**src/rtl/serial_subtractor.sv**
```systemverilog
// rtl/serial_subtractor.sv - bit-serial A - B - Bin, LSB first, start/done handshake.
// Optional signed-overflow output enabled by SERIAL_SUB_OVF_EN.
module serial_subtractor #(
  parameter int WIDTH = 4
) (
  input  logic             clk,
  input  logic             reset,
  input  logic             start,
  input  logic [WIDTH-1:0] A,
  input  logic [WIDTH-1:0] B,
  input  logic             Bin,
  output logic             busy,
  output logic             done,
  output logic [WIDTH-1:0] diff,
  output logic             Bout
`ifdef SERIAL_SUB_OVF_EN
  , output logic           ovf
`endif
);

  localparam int CW = (WIDTH > 2) ? $clog2(WIDTH) : 1;
  localparam logic [CW-1:0] LAST = CW'(WIDTH - 1);

  typedef enum logic [1:0] {S_IDLE, S_RUN, S_DONE} state_t;

  state_t           state_q;
  logic [WIDTH-1:0] a_q, b_q, res_q, diff_q;
  logic [CW-1:0]    cnt_q;
  logic             br_q, bout_q, busy_q, done_q;
`ifdef SERIAL_SUB_OVF_EN
  logic             ovf_q;
`endif

  logic             bit_d, br_d;
  logic [WIDTH-1:0] res_d;

  // Single full-subtractor cell on the current LSBs.
  always_comb begin
    bit_d = a_q[0] ^ b_q[0] ^ br_q;
    br_d  = (~a_q[0] & b_q[0]) | (~(a_q[0] ^ b_q[0]) & br_q);
    res_d = {bit_d, res_q[WIDTH-1:1]};
  end

  always_ff @(posedge clk) begin
    if (reset) begin
      state_q <= S_IDLE;
      a_q     <= '0;
      b_q     <= '0;
      res_q   <= '0;
      diff_q  <= '0;
      cnt_q   <= '0;
      br_q    <= 1'b0;
      bout_q  <= 1'b0;
      busy_q  <= 1'b0;
      done_q  <= 1'b0;
`ifdef SERIAL_SUB_OVF_EN
      ovf_q   <= 1'b0;
`endif
    end else begin
      case (state_q)
        S_RUN: begin
          res_q <= res_d;
          a_q   <= a_q >> 1;
          b_q   <= b_q >> 1;
          br_q  <= br_d;
          cnt_q <= cnt_q + 1'b1;
          if (cnt_q == LAST) begin
            diff_q  <= res_d;
            bout_q  <= br_d;
`ifdef SERIAL_SUB_OVF_EN
            // br_q is the borrow into the MSB on this final bit.
            ovf_q   <= br_q ^ br_d;
`endif
            busy_q  <= 1'b0;
            done_q  <= 1'b1;
            state_q <= S_DONE;
          end
        end
        default: begin
          done_q <= 1'b0;
          if (start) begin
            a_q     <= A;
            b_q     <= B;
            br_q    <= Bin;
            res_q   <= '0;
            cnt_q   <= '0;
            busy_q  <= 1'b1;
            state_q <= S_RUN;
          end else begin
            state_q <= S_IDLE;
          end
        end
      endcase
    end
  end

  assign busy = busy_q;
  assign done = done_q;
  assign diff = diff_q;
  assign Bout = bout_q;
`ifdef SERIAL_SUB_OVF_EN
  assign ovf  = ovf_q;
`endif

endmodule

```
**config.mk**
```make
export PLATFORM = sky130hd
export DESIGN_NAME = serial_subtractor
export DESIGN_NICKNAME = d
export VERILOG_FILES = /design/src/rtl/serial_subtractor.sv
export SDC_FILE = /design/constraint.sdc
export NUM_CORES = 1
export LEC_CHECK = 0
export CORE_MARGIN = 4
export CORE_UTILIZATION = 50
export DETAILED_ROUTE_END_ITERATION = 12
export GPL_ROUTABILITY_DRIVEN = 0
export PLACE_DENSITY = 0.77
export SYNTH_ARGS = -nofsm -noshare
export SYNTH_HDL_FRONTEND = slang
export SYNTH_SLANG_ARGS = --single-unit
```
**constraint.sdc**
```tcl
create_clock -name clk -period 1.4 [get_ports clk]
set_clock_uncertainty 0.2 [all_clocks]
set_input_delay 0.35 -clock clk [delete_from_list [all_inputs] [get_ports clk]]
set_output_delay 0.35 -clock clk [all_outputs]
set_load 0.01 [all_outputs]
```
==> flow_metrics.tcl <==
set metrics [dict create \
    setup_violations 0 \
    muxShareOfSynthArea_pct 7.77 \
    critPathArrivalTime_ns 1.43 \
    synth_top_family_by_area "simple AND/OR/NAND/NOR gates" \
    internal_power_mw 0.913 \
    synth_compound_area_share_pct 17.0 \
    synth-edff-count 0 \
    synth_top_flop_cell "dfxtp_1" \
    fmax_mhz 727 \
    first_pass_iters 3 \
    netlist_instances 100 \
    clk_path_buf_depth 2 \
    fin_crit_ns 1.38 \
    fin_nets 134 \
    p_sw_mw 0.316 \
    fp.coreArea_um2 1960 \
    p_leak_nw 0.474 \
    min_period_over_period_pct 98.3 \
    synth_area_per_cell_um2 10.3 \
    hpwl_um 1300 \
    path_clk_slew_ns 0.12 \
    synth_fa_ha_area_share_pct 3.16 \
    finalMaxSlewViolations 0 \
    critPathMaxFanout 2 \
    cts-root-buf "clkbuf_4" \
    grt-ovfl-total 0 \
    slowest_delay_ns 0.55 \
    worstHoldPathType "reg2reg" \
    die_w_um 53.4 \
    worst_slew_pin_slew_ns 0.250 \
    reg2reg_slack_ns 0.02 \
    hold_depth 2 \
    portBuffers 18 \
    wl_per_cell_um 12.9 \
    grtUsageTotal_pct 15.0 \
    synth_top_area_share_pct 44.7 \
    cts_hold_buf 0 \
    r2r-start "b_q[0]" \
    rsz0062_at_grt "yes" \
    ioPinCount 19 \
    worstSetupEndpointType "flip-flop" \
    htreeDepth 1 \
    ys_seq_area_share_pct 44.7 \
    drt_iter0_drc 7 \
    required_ns 1.45 \
    r2r_cells 4 \
    vias 755 \
    start_util_pct 52.6 \
    die_area_um2 2850 \
    synth_seq_cells 23 \
    crit_path_top_delay_cell "fa_2" \
    synthXorXnorAreaFrac_pct 0 \
    tritoncts "done" \
    clock-sinks 23 \
    post-synth-top-count-cell "dfxtp_1" \
    cts_setup_buffers 0 \
    cts_buffers 3 \
    routed_via_density 5.17 \
    synth_area_leaders "dfxtp_1, mux2i_1, a211oi_2" \
    syn-cell-area_um2 1030 \
    seqPwrFrac_pct 57.8 \
    netlist-cell-type-count 24 \
    synth_commonest_cells "dfxtp_1, nand2_1, a21oi_1, mux2i_1, nor2_1" \
    pwr-share-clk_pct 24.6 \
    dp_cells 142 \
    num_rows 16 \
    worstSkewPairLatency_ns 0.30 \
    totalWireLength_um 1880 \
    slew-limit-headroom_pct 83.3 \
    synth_warnings 0 \
    grt_pass1_vias 722 \
    min_from "busy" \
    areaGrowthSynthToFinish_pct 22.9 \
    syn_nets 114 \
    p_comb_share_pct 17.6 \
    netSwitchingFraction_pct 25.7 \
    r2r_end "res_q[3]" \
    status "finished, final reports clean" \
    maxCapViolCount 0 \
    critPathKind "reg2reg" \
    crit_chain "inv_2, fa_2, nand2_1, a21oi_2" \
    grt_max_degree 24 \
    finalWorstSetupSlack_ns 0.0239 \
    antenna_found_initial 0 \
    die_h_um 53.4 \
    vdd_drop_max_mv 0.613 \
    powerDensity_nw_per_um2 970 \
    n_antenna_cell 0 \
    async_flop_share_pct 0 \
    hold_viol_final 0 \
    grt_first_pass_wirelength_um 3140 \
    final_cells 146 \
    drive_gt1_share_pct 38.7 \
    ant_nets 0 \
    yosys.area_share.simple_pct 19.8 \
    drc 0 \
    fillCellCount 183 \
    min_to "busy" \
    dp_slack_ns -0.311 \
    cp-start-kind "flip-flop" \
    synth_top_cell_by_area "dfxtp_1" \
]
-- cell usage in the layout (no fill, tap or decap), types with 2 or more instances in the layout --
| cell type | instances |
|---|---|
| dfxtp_1 | 13 |
| nand2_1 | 11 |
| clkdlybuf4s50_1 | 11 |
| dfxtp_2 | 10 |
| mux2i_1 | 8 |
| a21oi_1 | 7 |
| nor2_1 | 7 |
| buf_2 | 7 |
| nand3b_1 | 6 |
| a211oi_2 | 6 |
| a21oi_2 | 5 |
| nand3_2 | 4 |
| nand2b_1 | 3 |
| nor3_1 | 3 |
| clkbuf_4 | 3 |
| buf_12 | 3 |
| inv_2 | 2 |
| buf_4 | 2 |
-- critical path: cells and delay by family (launching register included) --
| family | cells | cell delay [ns] |
|---|---|---|
| fa+ha+maj | 1 | 0.55 |
| compound gates | 1 | 0.12 |
| buf+inv | 1 | 0.04 |
| simple gates | 1 | 0.07 |
| flops | 1 | 0.35 |
-- cell families (layout without fill, tap and decap cells) --
group / Yosys count / count (layout)
AOI/OAI and AO/OA: 21 / 21
adders and majority gates: 2 / 2
buffers and inverters: 10 / 29
muxes: 8 / 8
DFF: 23 / 23
and+or+nand+nor: 36 / 36
-- stage by stage --
| step | hold slack [ns] | setup TNS (ns) | total power [mW] | utilization (%) | cell area (um2) |
|---|---|---|---|---|---|
| 2_1_floorplan | 0.222 | 0 | 0.864 | - | 1030 |
| 3_3_place_gp | 0.243 | -2.93 | 0.927 | 63.6 | 1250 |
| 3_5_place_dp | 0.252 | -3.20 | 0.932 | 63.6 | 1250 |
| 4_1_cts | 0.263 | 0 | 1.23 | 63.7 | 1250 |
| 5_1_grt | 0.298 | -0.0556 | 1.29 | 64.6 | 1270 |
| 6_report | 0.260 | 0 | 1.23 | 64.6 | 1270 |
-- repair_timing --
item | 4_1_cts | 5_1_grt
gates resized for setup | 36 | 8
pin swaps | 2 | 2
setup endpoints to repair | 8 | 7
-- cell type report --
| class | instances | area (um2) | area share (%) |
|---|---|---|---|
| well taps | 27 | 33.8 | 2.67 |
| clock buffers | 4 | 26.3 | 2.07 |
| multi-input cells | 67 | 507 | 40.0 |
| flip-flops and latches | 23 | 473 | 37.3 |
| inverters | 2 | 7.51 | 0.592 |
| repair buffers | 23 | 220 | 17.4 |
-- worst max-delay path by stage --
stage | startpoint | to | slack (ns) | cells after the start
global route | b_q[0] | res_q[3] | -0.04 | 4
detailed placement | start | br_q | -0.31 | 4
global placement | start | br_q | -0.25 | 4
floorplan | b_q[0] | diff[3] | 0.08 | 4
CTS | start | br_q | 0.005 | 4
finish | b_q[0] | res_q[3] | 0.02 | 4
-- power groups by stage --
stage	clock network, mW	registers [mW]	logic [mW]
3_3_place_gp	0	0.720	0.207
2_1_floorplan	0	0.719	0.145
5_1_grt	0.343	0.715	0.236
3_5_place_dp	0	0.722	0.210
4_1_cts	0.311	0.708	0.210
6_report	0.302	0.710	0.217
-- routing by layer --
metal  track usage [%]  share of wire (%)  routed length [um]  up-vias
li1                  -                  -                   -      384
met1              18.4                 47                 883      358
met2              25.3                 48                 900       11
met3              3.38                4.3                  80        2
met4              5.11               0.69                  13        0
met5                 0                  0                   0        -
-- sequential cells by signal, summed over array words and instances, names as in the netlist --
signal / count
b_q: 4
busy: 1
done: 1
cnt_q: 2
br_q: 1
state_q: 2
Bout: 1
diff: 4
res_q: 3
a_q: 4
Power figures use the tool's default switching activity.
